File: src/rtl/ifc_mbox_slave.sv
// IFC local-bus mailbox slave: synchronised IFC strobes, NREG control registers,
// a status/command register and a pop-on-read FIFO data port for the CPLD.
module ifc_mbox_slave #(
   parameter int            DW        = 16,
   parameter int            AW        = 8,
   parameter int            NREG      = 4,
   parameter logic [AW-1:0] BASE_CTRL = 8'h10,
   parameter logic [AW-1:0] ADDR_STAT = 8'h40,
   parameter logic [AW-1:0] ADDR_DATA = 8'h54,
   parameter int            FIFO_AW   = 4,
   parameter int            IRQ_LEVEL = 5,
   parameter bit            BIT_REV   = 1'b1
) (
   input  logic                 clock_50MHz,
   input  logic                 rst_n,
   input  logic                 ifc_cs,
   input  logic                 ifc_we_b,
   input  logic                 ifc_oe_b,
   input  logic                 ifc_avd,
   input  logic [AW-1:0]        ifc_addr,
   input  logic [DW-1:0]        ifc_ad_i,
   output logic [DW-1:0]        ifc_ad_o,
   output logic                 ifc_ad_oe,
   input  logic [DW-1:0]        fill_data,
   input  logic                 fill_valid,
   output logic                 fill_ready,
   output logic [NREG*DW-1:0]   reg_q,
   output logic [NREG-1:0]      reg_wr,
   output logic                 blk_req,
   output logic [FIFO_AW:0]     fifo_cnt,
   output logic                 irq
);
   localparam int               DEPTH    = 1 << FIFO_AW;
   localparam int               IW       = (NREG > 1) ? $clog2(NREG) : 1;
   localparam logic [FIFO_AW:0] FULL_CNT = {1'b1, {FIFO_AW{1'b0}}};
   localparam logic [FIFO_AW:0] IRQ_CNT  = (FIFO_AW+1)'(IRQ_LEVEL);

   function automatic logic [DW-1:0] rev_data(input logic [DW-1:0] d);
      logic [DW-1:0] r;
      for (int i = 0; i < DW; i++) r[i] = BIT_REV ? d[DW-1-i] : d[i];
      return r;
   endfunction

   function automatic logic [AW-1:0] rev_addr(input logic [AW-1:0] a);
      logic [AW-1:0] r;
      for (int i = 0; i < AW; i++) r[i] = BIT_REV ? a[AW-1-i] : a[i];
      return r;
   endfunction

   logic [2:0]         cs_sync_r, we_sync_r, oe_sync_r, avd_sync_r;
   logic [DW-1:0]      ad_r, ad_d_r, wdata_r, wdata_rev_s;
   logic [AW-1:0]      addr_r;
   logic               avd_fall_s, we_rise_s, oe_rise_s, rd_active_s;
   logic               ctrl_hit_s, stat_wr_s, blk_s, clr_s, flush_s, pop_evt_s;
   logic [IW-1:0]      ctrl_idx_s;
   logic [NREG-1:0]    reg_hit_s;
   logic [NREG*DW-1:0] reg_q_r;
   logic [NREG-1:0]    reg_wr_r;
   logic               blk_req_r;
   logic [DW-1:0]      mem_r [DEPTH];
   logic [FIFO_AW-1:0] wptr_r, rptr_r, wptr_next_s, rptr_next_s;
   logic [FIFO_AW:0]   cnt_r, cnt_next_s;
   logic               empty_s, full_s, pop_ok_s, push_ok_s, ovf_set_s, unf_set_s;
   logic               ovf_r, unf_r, ovf_next_s, unf_next_s;
   logic               fill_ready_r, irq_r;
   logic [DW-1:0]      stat_word_s, rd_mux_s, ad_o_r;
   logic               ad_oe_r;

   // Strobe synchronisers; stage [2] is the previous synced sample for edge detection
   always_ff @(posedge clock_50MHz or negedge rst_n) begin
      if (!rst_n) begin
         cs_sync_r  <= 3'b111;
         we_sync_r  <= 3'b111;
         oe_sync_r  <= 3'b111;
         avd_sync_r <= 3'b000;
      end else begin
         cs_sync_r  <= {cs_sync_r[1:0],  ifc_cs};
         we_sync_r  <= {we_sync_r[1:0],  ifc_we_b};
         oe_sync_r  <= {oe_sync_r[1:0],  ifc_oe_b};
         avd_sync_r <= {avd_sync_r[1:0], ifc_avd};
      end
   end

   assign avd_fall_s  = avd_sync_r[2] & ~avd_sync_r[1];
   assign we_rise_s   = we_sync_r[1] & ~we_sync_r[2] & ~cs_sync_r[2];
   assign oe_rise_s   = oe_sync_r[1] & ~oe_sync_r[2] & ~cs_sync_r[2];
   assign rd_active_s = ~cs_sync_r[1] & ~oe_sync_r[1];

   // AD bus capture; the second stage lines the data up with the synced we_b
   always_ff @(posedge clock_50MHz or negedge rst_n) begin
      if (!rst_n) begin
         ad_r    <= '0;
         ad_d_r  <= '0;
         wdata_r <= '0;
         addr_r  <= '0;
      end else begin
         ad_r    <= ifc_ad_i;
         ad_d_r  <= ad_r;
         wdata_r <= we_sync_r[1] ? wdata_r : ad_d_r;
         addr_r  <= avd_fall_s ? rev_addr(ifc_addr) : addr_r;
      end
   end

   assign wdata_rev_s = rev_data(wdata_r);
   assign stat_wr_s   = we_rise_s & (addr_r == ADDR_STAT);
   assign blk_s       = stat_wr_s & wdata_rev_s[0];
   assign clr_s       = stat_wr_s & wdata_rev_s[1];
   assign flush_s     = stat_wr_s & wdata_rev_s[2];
   assign pop_evt_s   = oe_rise_s & (addr_r == ADDR_DATA);

   // Control-register address decode
   always_comb begin
      ctrl_hit_s = 1'b0;
      ctrl_idx_s = '0;
      reg_hit_s  = '0;
      for (int k = 0; k < NREG; k++) begin
         if (addr_r == BASE_CTRL + AW'(k)) begin
            ctrl_hit_s   = 1'b1;
            ctrl_idx_s   = IW'(k);
            reg_hit_s[k] = we_rise_s;
         end else begin
            reg_hit_s[k] = 1'b0;
         end
      end
   end

   // Control registers and command pulses
   always_ff @(posedge clock_50MHz or negedge rst_n) begin
      if (!rst_n) begin
         reg_q_r   <= '0;
         reg_wr_r  <= '0;
         blk_req_r <= 1'b0;
      end else begin
         for (int k = 0; k < NREG; k++) begin
            if (reg_hit_s[k]) reg_q_r[k*DW +: DW] <= wdata_rev_s;
         end
         reg_wr_r  <= reg_hit_s;
         blk_req_r <= blk_s;
      end
   end

   assign empty_s = (cnt_r == '0);
   assign full_s  = (cnt_r == FULL_CNT);

   // FIFO next state; flush overrides push, and a pop frees a slot even when full
   always_comb begin
      pop_ok_s  = pop_evt_s & ~empty_s;
      unf_set_s = pop_evt_s & empty_s;
      push_ok_s = fill_valid & ~flush_s & (fill_ready_r | (full_s & pop_ok_s));
      ovf_set_s = fill_valid & ~flush_s & full_s & ~pop_ok_s;
      if (flush_s) begin
         cnt_next_s  = '0;
         wptr_next_s = '0;
         rptr_next_s = '0;
      end else begin
         cnt_next_s  = cnt_r + (FIFO_AW+1)'(push_ok_s) - (FIFO_AW+1)'(pop_ok_s);
         wptr_next_s = wptr_r + FIFO_AW'(push_ok_s);
         rptr_next_s = rptr_r + FIFO_AW'(pop_ok_s);
      end
      ovf_next_s = (ovf_r & ~clr_s) | ovf_set_s;
      unf_next_s = (unf_r & ~clr_s) | unf_set_s;
   end

   // FIFO state, sticky flags and derived outputs
   always_ff @(posedge clock_50MHz or negedge rst_n) begin
      if (!rst_n) begin
         cnt_r        <= '0;
         wptr_r       <= '0;
         rptr_r       <= '0;
         ovf_r        <= 1'b0;
         unf_r        <= 1'b0;
         fill_ready_r <= 1'b0;
         irq_r        <= 1'b0;
      end else begin
         cnt_r        <= cnt_next_s;
         wptr_r       <= wptr_next_s;
         rptr_r       <= rptr_next_s;
         ovf_r        <= ovf_next_s;
         unf_r        <= unf_next_s;
         fill_ready_r <= (cnt_next_s != FULL_CNT);
         irq_r        <= (cnt_next_s >= IRQ_CNT) | ovf_next_s | unf_next_s;
      end
   end

   // FIFO storage
   always_ff @(posedge clock_50MHz) begin
      if (push_ok_s) mem_r[wptr_r] <= fill_data;
   end

   // Read data mux in logical bit order
   always_comb begin
      stat_word_s            = '0;
      stat_word_s[FIFO_AW:0] = cnt_r;
      stat_word_s[DW-1]      = ovf_r;
      stat_word_s[DW-2]      = unf_r;
      case (addr_r)
         ADDR_STAT: rd_mux_s = stat_word_s;
         ADDR_DATA: rd_mux_s = empty_s ? '0 : mem_r[rptr_r];
         default:   rd_mux_s = ctrl_hit_s ? reg_q_r[ctrl_idx_s*DW +: DW] : '0;
      endcase
   end

   // Read drive: value frozen on the first synced read cycle so the bus stays stable
   always_ff @(posedge clock_50MHz or negedge rst_n) begin
      if (!rst_n) begin
         ad_oe_r <= 1'b0;
         ad_o_r  <= '0;
      end else begin
         ad_oe_r <= rd_active_s;
         if (rd_active_s && !ad_oe_r) ad_o_r <= rev_data(rd_mux_s);
      end
   end

   assign ifc_ad_o   = ad_o_r;
   assign ifc_ad_oe  = ad_oe_r;
   assign fill_ready = fill_ready_r;
   assign reg_q      = reg_q_r;
   assign reg_wr     = reg_wr_r;
   assign blk_req    = blk_req_r;
   assign fifo_cnt   = cnt_r;
   assign irq        = irq_r;
endmodule

File: config.mk
export PLATFORM = sky130hd
export DESIGN_NAME = ifc_mbox_slave
export DESIGN_NICKNAME = d
export VERILOG_FILES = /design/src/rtl/ifc_mbox_slave.sv
export SDC_FILE = /design/constraint.sdc
export NUM_CORES = 1
export LEC_CHECK = 0
export BUFFER_PORTS_ARGS = -buffer_cell sky130_fd_sc_hd__buf_4
export CORE_MARGIN = 5
export CORE_UTILIZATION = 55
export CTS_CLUSTER_DIAMETER = 80
export DETAILED_ROUTE_END_ITERATION = 16
export PLACE_DENSITY = 0.7
export SKIP_CTS_REPAIR_TIMING = 1
export SYNTH_ARGS = -nofsm -noshare
export SYNTH_HDL_FRONTEND = slang
export SYNTH_SLANG_ARGS = --single-unit
File: constraint.sdc
create_clock -name clock_50MHz -period 5.3 [get_ports clock_50MHz]
set_input_delay 1.06 -clock clock_50MHz [delete_from_list [all_inputs] [get_ports clock_50MHz]]
set_output_delay 1.06 -clock clock_50MHz [all_outputs]
set_load 0.02 [all_outputs]
==> flow_metrics.env <==
export IMPL_vias=8495
export IMPL_clk_pin_slew_ns=0.06
export IMPL_cts_root_buf="clkbuf_16"
export IMPL_synth_warnings=0
export IMPL_antenna_found_initial=1
export IMPL_placed_cells=1377
export IMPL_r2r_cells=15
export IMPL_fin_nets=1090
export IMPL_max_vdd_ir_drop_uv=336
export IMPL_syn_instance_count=861
export IMPL_grt_pass1_wl_um=54500
export IMPL_cts_sinks=427
export IMPL_synth_avg_cell_area_um2=19.0
export IMPL_hold_path_endpoint="ad_d_r[14]$_DFF_PN0_"
export IMPL_setup_viol=0
export IMPL_fin_skew_ns=0.0158
export IMPL_dr_wl_met2_um=17400
export IMPL_synth_edf_count=256
export IMPL_synth_largest_area_cell="edfxtp_1"
export IMPL_ant_nets=0
export IMPL_seq_area_um2=12000
export IMPL_swShare_pct=25.4
export IMPL_setup_tns_ns=0
export IMPL_syn_area_um2=16400
export IMPL_drive_gt1_share_pct=40.9
export IMPL_cp_start_kind="flip-flop"
export IMPL_cts_max_level=2
export IMPL_seq_power_share_pct=50.7
export IMPL_path_class="reg -> reg"
export IMPL_drtIter0Drc=608
export IMPL_routed_top_layer="met5"
export IMPL_end_kind="flip-flop"
export IMPL_gp_congestion=0.834
export IMPL_grt_overflow=0
export IMPL_die_h_um=183
export IMPL_synth_common_cells="edfxtp_1, dfrtp_1, mux2_2"
export IMPL_grt_pass1_vias=8978
export IMPL_synth_most_common_cell="edfxtp_1"
export IMPL_diodes=0
export IMPL_r2r_setup_slack_ns=0.92
export IMPL_intPower_uw=5990
export IMPL_reg2reg_from="we_sync_r[1]$_DFF_PN1_"
export IMPL_start_util_pct=55.5
export IMPL_max_cap_violations=0
export IMPL_finalHoldViolations=0
export IMPL_core_region_area_um2=29500
export IMPL_async_flop_share_pct=40.0
export IMPL_run_status="complete, no violations"
export IMPL_wl_um=35200
export IMPL_min_path_type="reg -> reg"
export IMPL_area_growth_pct=18.3
export IMPL_critPathRequiredTime_ns=5.71
export IMPL_yosys_top_cells_area="edfxtp_1, dfrtp_1, mux4_2"
export IMPL_cts_tree="built"
export IMPL_synthFlopType="edfxtp_1"
export IMPL_fp_dieW_um=183
export IMPL_period_needed_ns=4.38
export IMPL_r2r_end="irq$_DFF_PN0_"
export IMPL_routed_via_density=5.85
export IMPL_dr_pass1_iters=4
export IMPL_multiInputGateArea_um2=4250
export IMPL_cp_max_fo=18
export IMPL_combPwrFrac_pct=13.8
export IMPL_numCtsBuffers=43
export IMPL_p_switching_uw=2040
export IMPL_power_clock_fraction_pct=35.5
export IMPL_die_area_um2=33300
export IMPL_port_buffers=139
export IMPL_remaining_drc_errors=0
export IMPL_dp_hpwl_um=21900
export IMPL_relSlewSlack_pct=18.2
export IMPL_cp_data_arrival_time_ns=4.79
export IMPL_hold_start="ad_r[14]$_DFF_PN0_"
export IMPL_fin_cells=1451
export IMPL_drv_slew=0
export IMPL_grt_max_degree=108
export IMPL_fill_cells=2064
export IMPL_grt_usage_pct=21.5
export IMPL_period_share_pct=82.7
export IMPL_clockBufferDepth=3
export IMPL_ios=140
export IMPL_clk_latency_ns=0.54
export IMPL_p_leak_uw=0.00746
export IMPL_max_freq_mhz=228
export IMPL_final_core_util_pct=65.7
export IMPL_min_path_cells=0
export IMPL_synth_top_cell_area_share_pct=47.0
export IMPL_ys_ff_latch=427
export IMPL_wl_met3_um=1850
export IMPL_ys_types=44
export IMPL_rsz0062_at_grt="no"
export IMPL_wl_per_cell_um=24.3
export IMPL_power_total_uw=8030
export IMPL_met1_length_um=15200
export IMPL_synth_nets=919
export IMPL_powerDensity_nw_per_um2=415
export IMPL_worst_pin_slew_ns=1.22
export IMPL_yosysSeqAreaShare_pct=73.2
export IMPL_std_cell_rows=63
==> cells in the final DEF, fill, tap and decap left out, types with 3 or more instances in the layout <==
| master | Yosys | layout |
|---|---|---|
| clkinv_2 | 0 | 7 |
| clkbuf_8 | 1 | 3 |
| buf_4 | 1 | 169 |
| edfxtp_1 | 256 | 256 |
| a221oi_1 | 16 | 16 |
| nor2b_1 | 4 | 4 |
| and2_1 | 9 | 9 |
| ha_1 | 10 | 10 |
| mux2_2 | 88 | 88 |
| a22oi_1 | 32 | 32 |
| nand2b_1 | 6 | 6 |
| nor4_2 | 0 | 6 |
| mux4_2 | 80 | 80 |
| nor2_1 | 42 | 40 |
| nand2_1 | 27 | 27 |
| nor3_2 | 0 | 10 |
| and3_1 | 3 | 3 |
| dfrtp_1 | 162 | 160 |
| a21oi_1 | 10 | 10 |
| clkinv_1 | 0 | 7 |
| nor2_2 | 2 | 4 |
| inv_1 | 10 | 10 |
| dfstp_2 | 9 | 9 |
| clkbuf_16 | 0 | 44 |
| xnor2_1 | 6 | 6 |
| nand3_1 | 8 | 8 |
| clkbuf_1 | 22 | 7 |
==> kinds of logic after synthesis <==
family,share of synthesized area [%]
XOR/XNOR,0.428
buffers and inverters,1.43
flip-flops,73.2
AO/OA/AOI/OAI,2.88
adder cells (fa/ha/maj),0.887
AND/OR/NAND/NOR,4.14
multiplexers,17.1
==> state kept, by name, indices dropped and copies added, names as in the netlist, 5 cells and up <==
name and flops:
mem_r 256, reg_q 64, ad_d_r 16, ad_r 16, ifc_ad_o 16, wdata_r 16, addr_r 8, fifo_cnt 5
==> per-layer routing <==
layer  GRT usage, %  vias up
li1               -     3714
met1           31.1     4501
met2           34.4      217
met3           3.85       61
met4           5.97        2
met5              0        -
==> metrics by stage <==
step / hold WS (ns) / worst slack, ns / cell area [um^2]
2_1_floorplan: 0.331 / 1.42 / 16400
3_3_place_gp: 0.334 / 1.04 / 18000
3_5_place_dp: 0.335 / 0.943 / 18000
4_1_cts: 0.348 / 0.927 / 19400
5_1_grt: 0.348 / 0.692 / 19400
6_report: 0.347 / 0.920 / 19400
==> worst max-delay path, cell delays in order (launching register included) <==
cell      delay, ns
dfstp_2        0.84
nor3b_4        0.36
and3b_1        0.29
nand3_1        0.26
nand3b_1       0.19
buf_4          0.30
ha_1           0.28
inv_1          0.05
ha_1           0.16
inv_1          0.06
fa_1           0.42
nand2b_1       0.16
a21oi_1        0.15
xnor2_1        0.13
nor2_1         0.08
or4_1          0.52
==> power by group through the flow <==
stage          clock network, uW  logic, uW  registers [uW]
5_1_grt                     3050       1210            4110
3_5_place_dp                   0       1120            4140
2_1_floorplan                  0        615            4130
6_report                    2850       1100            4070
4_1_cts                     2910       1120            4080
3_3_place_gp                   0       1100            4120
==> layout make-up <==
cell class                 count  share of cell area [%]
timing repair buffer         170                    6.61
sequential                   427                    61.9
inverter                      10                   0.194
multi-input combinational    380                    21.9
clock buffer                  54                    6.03
clock inverter                20                   0.833
tap                          390                    2.52
==> how the worst max path moves through the flow <==
stage	endpoint	start	slack [ns]	cells after the start
2_1_floorplan	irq$_DFF_PN0_	we_sync_r[1]$_DFF_PN1_	1.42	17
3_3_place_gp	irq$_DFF_PN0_	we_sync_r[1]$_DFF_PN1_	1.04	15
3_5_place_dp	irq$_DFF_PN0_	we_sync_r[1]$_DFF_PN1_	0.94	15
4_1_cts	irq$_DFF_PN0_	we_sync_r[1]$_DFF_PN1_	0.93	15
5_1_grt	irq$_DFF_PN0_	we_sync_r[1]$_DFF_PN1_	0.69	15
6_report	irq$_DFF_PN0_	we_sync_r[1]$_DFF_PN1_	0.92	15
No activity file was read; power rests on OpenSTA's default activity.
